### src/rtl/ysyx_23060332_fetch_ctrl_if.sv
// ----------------------------------------------------------------------------
// ysyx_23060332_fetch_ctrl_if
//
// Purpose: groups the fetch controller's two handshakes into one bundle. The
//          first is the instruction-memory request/response channel. The
//          second is the channel that hands the fetched instruction to the IDU.
//
// Signals:
//   imem_req_valid / imem_req_ready / imem_req_addr  : fetch request channel
//   imem_rsp_valid / imem_rsp_ready / imem_rsp_data  : fetch response channel
//   inst_valid / inst_ready / inst / inst_pc         : instruction to the IDU
//
// Modports:
//   master : the fetch controller (drives requests and instructions)
//   slave  : the memory + IDU side (drives readies and response data)
// ----------------------------------------------------------------------------
interface ysyx_23060332_fetch_ctrl_if;
   logic        imem_req_valid;
   logic        imem_req_ready;
   logic [31:0] imem_req_addr;
   logic        imem_rsp_valid;
   logic [31:0] imem_rsp_data;
   logic        imem_rsp_ready;
   logic        inst_valid;
   logic        inst_ready;
   logic [31:0] inst;
   logic [31:0] inst_pc;

   modport master (
      output imem_req_valid, imem_req_addr, imem_rsp_ready,
      output inst_valid, inst, inst_pc,
      input  imem_req_ready, imem_rsp_valid, imem_rsp_data, inst_ready
   );

   modport slave (
      input  imem_req_valid, imem_req_addr, imem_rsp_ready,
      input  inst_valid, inst, inst_pc,
      output imem_req_ready, imem_rsp_valid, imem_rsp_data, inst_ready
   );
endinterface

### src/rtl/ysyx_23060332_fetch_ctrl.sv
// ----------------------------------------------------------------------------
// ysyx_23060332_fetch_ctrl
//
// Purpose: instruction-fetch controller. It owns the fetch PC and runs one
//          fetch at a time: request -> response -> hand the instruction to the
//          IDU. EXU redirects are applied immediately when nothing is in
//          flight. Otherwise they are remembered, the in-flight fetch is
//          completed on the bus, its response is thrown away, and the
//          remembered target is fetched next.
//
// Parameters:
//   RESET_PC    : fetch address after reset (default 32'h8000_0000)
//
// Ports:
//   clk         : clock
//   rst         : synchronous, active-high reset
//   jump_en     : one-cycle redirect pulse from the EXU
//   jump_addr   : redirect target, sampled when jump_en is 1
//   bus         : fetch_ctrl_if master (imem request/response, IDU handshake)
//   pc          : current fetch PC (registered)
//   fetch_fault : misaligned redirect target taken
//
// Build option:
//   YSYX_23060332_MISALIGN_CHK_EN : when defined, a redirect to an address
//     with nonzero low bits enters FAULT and raises fetch_fault. FAULT is
//     left only by an aligned redirect or by reset. When the macro is
//     undefined, redirect targets are forced to word alignment,
//     fetch_fault is tied 0 and FAULT is unreachable.
// ----------------------------------------------------------------------------
module ysyx_23060332_fetch_ctrl #(
   parameter logic [31:0] RESET_PC = 32'h8000_0000
) (
   input  logic                              clk,
   input  logic                              rst,
   input  logic                              jump_en,
   input  logic [31:0]                       jump_addr,
   ysyx_23060332_fetch_ctrl_if.master        bus,
   output logic [31:0]                       pc,
   output logic                              fetch_fault
);

   typedef enum logic [2:0] {
      S_IDLE,
      S_REQ,
      S_WAIT,
      S_HOLD,
      S_FAULT
   } state_e;

   state_e      state_q, state_d;
   logic [31:0] pc_q, pc_d;
   logic [31:0] inst_q, inst_d;
   logic [31:0] inst_pc_q, inst_pc_d;
   logic        inst_valid_q, inst_valid_d;
   logic        rp_q, rp_d;         // redirect target waiting in rp_addr_q
   logic        drop_q, drop_d;     // the outstanding fetch is stale
   logic [31:0] rp_addr_q;

   logic        apply;              // load pc from redir_addr this cycle
   logic [31:0] redir_addr;
   logic [31:0] redir_pc;
   logic        redir_bad;

   // A fresh jump always beats a remembered one. The remembered target is
   // applied only when a stale response is consumed in WAIT and no new jump
   // arrives in that same cycle.
   assign redir_addr = (state_q == S_WAIT && bus.imem_rsp_valid && !jump_en)
                       ? rp_addr_q : jump_addr;

`ifdef YSYX_23060332_MISALIGN_CHK_EN
   assign redir_pc    = redir_addr;
   assign redir_bad   = (redir_addr[1:0] != 2'b00);
   assign fetch_fault = (state_q == S_FAULT);
`else
   assign redir_pc    = redir_addr & 32'hFFFF_FFFC;
   assign redir_bad   = 1'b0;
   assign fetch_fault = 1'b0;
`endif

   always_comb begin
      // NOTE: every next-state value takes its hold value first, so no path
      // through the case statement leaves a signal unassigned (no latches).
      state_d      = state_q;
      pc_d         = pc_q;
      inst_d       = inst_q;
      inst_pc_d    = inst_pc_q;
      inst_valid_d = inst_valid_q;
      rp_d         = rp_q;
      drop_d       = drop_q;
      apply        = 1'b0;

      unique case (state_q)
         S_IDLE: begin
            if (jump_en) apply = 1'b1;
            else         state_d = S_REQ;
         end
         S_REQ: begin
            // pc is frozen here, so the request address stays stable until
            // it is accepted. A jump is only remembered.
            if (jump_en) begin
               rp_d   = 1'b1;
               drop_d = 1'b1;
            end
            if (bus.imem_req_ready) state_d = S_WAIT;
         end
         S_WAIT: begin
            if (bus.imem_rsp_valid) begin
               if (jump_en || rp_q || drop_q) begin
                  apply = 1'b1;     // stale response: discard it and retarget
               end else begin
                  inst_d       = bus.imem_rsp_data;
                  inst_pc_d    = pc_q;
                  inst_valid_d = 1'b1;
                  state_d      = S_HOLD;
               end
            end else if (jump_en) begin
               rp_d   = 1'b1;
               drop_d = 1'b1;
            end
         end
         S_HOLD: begin
            // A jump wins over inst_ready. The IDU handshake still completes
            // in that cycle because inst_valid was 1.
            if (jump_en) begin
               apply = 1'b1;
            end else if (bus.inst_ready) begin
               inst_valid_d = 1'b0;
               pc_d         = pc_q + 32'd4;
               state_d      = S_REQ;
            end
         end
         S_FAULT: begin
            if (jump_en) apply = 1'b1;
         end
         default: state_d = S_IDLE;
      endcase

      if (apply) begin
         pc_d         = redir_pc;
         inst_valid_d = 1'b0;
         rp_d         = 1'b0;
         drop_d       = 1'b0;
         state_d      = redir_bad ? S_FAULT : S_REQ;
      end
   end

   always_ff @(posedge clk) begin
      // NOTE: sequential state uses non-blocking assignments only, so every
      // register samples the pre-edge values of the others.
      if (rst) begin
         state_q      <= S_IDLE;
         pc_q         <= RESET_PC;
         inst_q       <= '0;
         inst_pc_q    <= '0;
         inst_valid_q <= 1'b0;
         rp_q         <= 1'b0;
         drop_q       <= 1'b0;
      end else begin
         state_q      <= state_d;
         pc_q         <= pc_d;
         inst_q       <= inst_d;
         inst_pc_q    <= inst_pc_d;
         inst_valid_q <= inst_valid_d;
         rp_q         <= rp_d;
         drop_q       <= drop_d;
      end
   end

   // NOTE: rp_addr_q is read only while rp_q is set, and rp_q is reset, so
   // this data register has no reset.
   always_ff @(posedge clk) begin
      if (jump_en && (state_q == S_REQ || state_q == S_WAIT)) rp_addr_q <= jump_addr;
   end

   assign bus.imem_req_valid = (state_q == S_REQ);
   assign bus.imem_req_addr  = pc_q;
   assign bus.imem_rsp_ready = (state_q == S_WAIT);
   assign bus.inst_valid     = inst_valid_q;
   assign bus.inst           = inst_q;
   assign bus.inst_pc        = inst_pc_q;
   assign pc                 = pc_q;

endmodule

### src/flat_wrapper.sv
// flat-port wrapper written by rule: the top's interface ports become plain ports
module ysyx_23060332_fetch_ctrl_flat 
#(
   parameter logic [31:0] RESET_PC = 32'h8000_0000
)
  (clk, rst, jump_en, jump_addr, pc, fetch_fault, bus_imem_req_valid, bus_imem_req_addr, bus_imem_rsp_ready, bus_inst_valid, bus_inst, bus_inst_pc, bus_imem_req_ready, bus_imem_rsp_valid, bus_imem_rsp_data, bus_inst_ready);
  ysyx_23060332_fetch_ctrl_if bus_i ();
  input  logic clk;
  input  logic rst;
  input  logic jump_en;
  input  logic [31:0] jump_addr;
  output logic [31:0] pc;
  output logic fetch_fault;
  output wire logic [$bits(bus_i.imem_req_valid)-1:0] bus_imem_req_valid;
  output wire logic [$bits(bus_i.imem_req_addr)-1:0] bus_imem_req_addr;
  output wire logic [$bits(bus_i.imem_rsp_ready)-1:0] bus_imem_rsp_ready;
  output wire logic [$bits(bus_i.inst_valid)-1:0] bus_inst_valid;
  output wire logic [$bits(bus_i.inst)-1:0] bus_inst;
  output wire logic [$bits(bus_i.inst_pc)-1:0] bus_inst_pc;
  input wire logic [$bits(bus_i.imem_req_ready)-1:0] bus_imem_req_ready;
  input wire logic [$bits(bus_i.imem_rsp_valid)-1:0] bus_imem_rsp_valid;
  input wire logic [$bits(bus_i.imem_rsp_data)-1:0] bus_imem_rsp_data;
  input wire logic [$bits(bus_i.inst_ready)-1:0] bus_inst_ready;
  assign bus_imem_req_valid = bus_i.imem_req_valid;
  assign bus_imem_req_addr = bus_i.imem_req_addr;
  assign bus_imem_rsp_ready = bus_i.imem_rsp_ready;
  assign bus_inst_valid = bus_i.inst_valid;
  assign bus_inst = bus_i.inst;
  assign bus_inst_pc = bus_i.inst_pc;
  assign bus_i.imem_req_ready = bus_imem_req_ready;
  assign bus_i.imem_rsp_valid = bus_imem_rsp_valid;
  assign bus_i.imem_rsp_data = bus_imem_rsp_data;
  assign bus_i.inst_ready = bus_inst_ready;
  ysyx_23060332_fetch_ctrl #(.RESET_PC(RESET_PC)) u_core (.clk(clk), .rst(rst), .jump_en(jump_en), .jump_addr(jump_addr), .bus(bus_i), .pc(pc), .fetch_fault(fetch_fault));
endmodule
### config.mk
export PLATFORM = sky130hd
export DESIGN_NAME = ysyx_23060332_fetch_ctrl_flat
export DESIGN_NICKNAME = d
export VERILOG_FILES = /design/src/rtl/ysyx_23060332_fetch_ctrl_if.sv /design/src/rtl/ysyx_23060332_fetch_ctrl.sv /design/src/flat_wrapper.sv
export SDC_FILE = /design/constraint.sdc
export NUM_CORES = 1
export LEC_CHECK = 0
export ABC_AREA = 1
export ABC_CLOCK_PERIOD_IN_PS = 2009
export BUFFER_PORTS_ARGS = -buffer_cell sky130_fd_sc_hd__buf_2
export CAP_MARGIN = 20
export CORE_MARGIN = 4
export CORE_UTILIZATION = 51
export CTS_CLUSTER_SIZE = 40
export DETAILED_ROUTE_END_ITERATION = 8
export GPL_ROUTABILITY_DRIVEN = 1
export PLACE_DENSITY = 0.77
export SYNTH_ARGS = -nofsm -noshare
export SYNTH_HDL_FRONTEND = slang
export SYNTH_SLANG_ARGS = --single-unit
### constraint.sdc
create_clock -name clk -period 2.01 [get_ports clk]
set_input_delay 0.402 -clock clk [delete_from_list [all_inputs] [get_ports clk]]
set_output_delay 0.402 -clock clk [all_outputs]
set_load 0.03 [all_outputs]
==> results by group <==
Outcome
  • Outcome: completed

Drt
  • Post-detailed-routing wire length: around 18,000 um
  • Drt initial violations: ~560
  • Post-DRT Antenna Nets: 0
  • Vias/cell: roughly 5.1
  • # DRC: 0
  • Drt wl/cell: about 14 um
  • Routed vias: ~6,400
  • Drt pass-1 iters: 8

Timing
  • Setup TNS: 0 ns
  • Final period util: 97.7%
  • Worst-Margin Slew: between 0.5 and 0.6 ns
  • Slew headroom: between 50% and 60%
  • Achievable Freq: around 500 MHz
  • Fin. max-slew vios: 0
  • RSZ-0062 raised after global routing: true
  • Worst Skew: approximately 0.0077 ns
  • Endpoints failing setup: 0
  • Fin. Hold Viols: 0
  • Final min period: 1.96 ns

Floorplan
  • Die footprint: 0.0143 mm2
  • Die height: about 120 um
  • Top Ports: roughly 200
  • Starting Density: between 50% and 60%
  • Core Box Area: about 0.012 mm2
  • Die width: roughly 120 um
  • Cell Rows: 40

Worst setup path
  • Worst R2R Start: u_core.state_q[0]
  • CP startpoint: u_core.state_q[0]
  • Crit-path max FO: 7
  • CP Capture Type: register
  • Flop-to-flop setup slack: ~0.045 ns
  • CP Launch Type: register
  • Critical path arrival: approximately 2.3 ns
  • Worst endpoint required time: approximately 2.3 ns
  • Worst r2r path cells: 10
  • R2R Path End: u_core.bus.imem_req_addr[24]
  • Setup Crit Path Kind: reg -> reg

Global route
  • Largest net degree at the start of global routing: 45
  • Antenna violations before repair: 0
  • Global route total overflow: 0
  • Number of global-route vias before repair: a little under 6,000
  • First-pass GRT wire length: roughly 28,000 um
  • Gr usage total: 24.5%

Synthesis
  • EDFF count, synth: 30
  • Cell variety after synth: 28
  • Area of the mapped netlist: 0.00635 mm2
  • Yosys warning total: 0
  • Top FF cell, synth: dfxtp_1
  • Post-synth ARST share: 0%
  • Seq/Total Area, Yosys: about 45%
  • Syn avg cell area: ~7 um2
  • #FFs+latches synth: between 100 and 150
  • Post-Synthesis Cells: 900

CTS
  • H-tree lvl count: 4
  • Clock latency on the worst-skew pair: roughly 0.42 ns
  • CTS tree: yes
  • Max Buffers Root-to-Sink: 2
  • Root buf cell: clkbuf_16
  • CTS Buf Count: 17
  • Clock-pin slew on the worst setup and hold paths: about 0.060 ns
  • Clock sinks: about 130

Hold path
  • Min-Delay Path Class: in -> reg
  • WHS Path Cells: 1
  • Hold endpoint: u_core.rp_addr_q[31]
  • HP Start: jump_addr[31]

Placed design
  • I/O Buffers: 192
  • GP Congestion: approximately 0.96
  • Placed wire-length estimate: between 10,000 and 15,000 um

Power and ir drop
  • Maximum vdd drop: about 0.77 mV
  • Tot Pwr: 10.7 mW
  • Leak Pwr: around 4.0 nW
  • P per Cell Area: approximately 1300 mW/mm2

Cells and area
  • Area Overhead vs Synth: 26.0%
  • Nets@finish: between 1,000 and 1,500
  • Diode count: 0
  • Layout cells sized above 1: approximately a quarter
  • # fillers: ~1,100

Run
  • Maximum Capacitance Violations: 0
## report_power, final
group	switching (mW)	internal, mW	total (mW)
clock	1.20	1.72	2.92
combinational	2.90	1.29	4.18
sequential	0.454	3.17	3.63
total	4.56	6.18	10.7
## worst max-delay path by stage
stage,to,slack [ns]
after detailed placement,u_core.bus.imem_req_addr[20],-0.04
after global placement,u_core.bus.imem_req_addr[31],0.03
final,u_core.bus.imem_req_addr[24],0.05
after floorplan,u_core.bus.imem_req_addr[16],0.08
after CTS,u_core.bus.imem_req_addr[20],0.003
after global routing,u_core.bus.imem_req_addr[25],-0.04
## cells in the final DEF (no fill, tap or decap), drive strengths merged
| master | count |
|---|---|
| dfxtp | 97 |
| o21ai | 76 |
| inv | 60 |
| nand3 | 30 |
| or2 | 2 |
| nand3b | 1 |
| nand2 | 292 |
| bufinv | 1 |
| and2 | 1 |
| a211oi | 1 |
| edfxtp | 30 |
| buf | 224 |
| ha | 6 |
| clkinv | 8 |
| conb | 7 |
| a21oi | 69 |
| clkbuf | 18 |
| xor2 | 4 |
| nand4 | 3 |
| clkinvlp | 2 |
| nor2 | 155 |
## what timing repair did
item | CTS | global route
pin swaps | 1 | 2
gates resized for setup | 1 | 10
hold buffers | 0 | 0
gates cloned | 0 | 1
setup endpoints to repair | 20 | 24
buffers inserted | 0 | 4
## per-layer routing
metal / track usage [%] / vias to the layer above / part of all wire, %
met2: 42.0 / 300 / 48
met3: 5.09 / 27 / 8.6
met1: 31.1 / 2895 / 41
met4: 7.52 / 0 / 1.5
met5: 0 / - / 0
li1: - / 3161 / -
## worst max-delay path: stages, from the launching register on
cell and delay (ns):
dfxtp_1 0.33, inv_1 0.07, ha_1 0.34, or2_4 0.29
nand2_4 0.11, nand2_1 0.09, nand2_4 0.13, nand2_8 0.10
buf_12 0.14, nor2_1 0.16, a21oi_1 0.09
## through the flow
| step | cell area [um2] | instances | setup slack, ns | hold slack [ns] | utilization (%) |
|---|---|---|---|---|---|
| after detailed placement | 7320 | 1218 | -0.0404 | 0.454 | 60.4 |
| after CTS | 7890 | 1250 | 0.00322 | 0.156 | 65.1 |
| final | 8010 | 1255 | 0.0454 | 0.169 | 66.1 |
| after global routing | 8010 | 1255 | -0.0423 | 0.160 | 66.1 |
| after global placement | 7320 | 1218 | 0.0335 | 0.453 | 60.4 |
| after floorplan | 6380 | 906 | 0.0832 | 0.452 | - |
## cell families (layout without fill, tap and decap cells)
| kind of cell | count (synthesis) | count (layout) | share of synthesized area (%) |
|---|---|---|---|
| AOI/OAI and AO/OA | 146 | 146 | 12.2 |
| other | 1 | 7 | 0.0590 |
| and+or+nand+nor | 483 | 484 | 30.2 |
| xor gates and xnor gates | 4 | 4 | 0.551 |
| buffers and inverters | 133 | 313 | 11.0 |
| adders and majority gates | 6 | 6 | 1.18 |
| DFF | 127 | 127 | 44.7 |
## Yosys cell counts, types with 2 or more instances
| master | number | area (um2) |
|---|---|---|
| inv_1 | 54 | 203 |
| nand2_2 | 4 | 25.0 |
| a21oi_1 | 57 | 285 |
| nor2_1 | 150 | 563 |
| clkbuf_1 | 26 | 97.6 |
| ha_1 | 6 | 75.1 |
| nand2_4 | 3 | 33.8 |
| nand3_1 | 30 | 150 |
| o21ai_0 | 75 | 375 |
| nor2_2 | 5 | 31.3 |
| buf_2 | 5 | 25.0 |
| nand4_1 | 3 | 18.8 |
| buf_4 | 39 | 293 |
| xor2_1 | 4 | 35.0 |
| dfxtp_1 | 97 | 1940 |
| a21oi_2 | 12 | 105 |
| edfxtp_1 | 30 | 901 |
| nand2_1 | 284 | 1070 |
| inv_2 | 2 | 7.51 |
| buf_6 | 6 | 67.6 |
## layout make-up
class	count	area, um2	area share (%)
repair buffers	224	1290	16.1
clock inverters	14	135	1.69
flip-flops and latches	127	2840	35.5
inverters	57	219	2.74
well taps	168	210	2.63
multi-input cells	647	2880	35.9
clock buffers	18	429	5.36
## sequential cells by signal, indices dropped and copies added, names as in the netlist
| signal | flops |
|---|---|
| u_core.bus.inst_pc | 30 |
| u_core.bus.inst | 32 |
| u_core.state_q | 2 |
| u_core.rp_q | 1 |
| u_core.drop_q | 1 |
| u_core.bus.inst_valid | 1 |
| u_core.bus.imem_req_addr | 30 |
| u_core.rp_addr_q | 30 |
No activity file was read; power rests on OpenSTA's default activity.
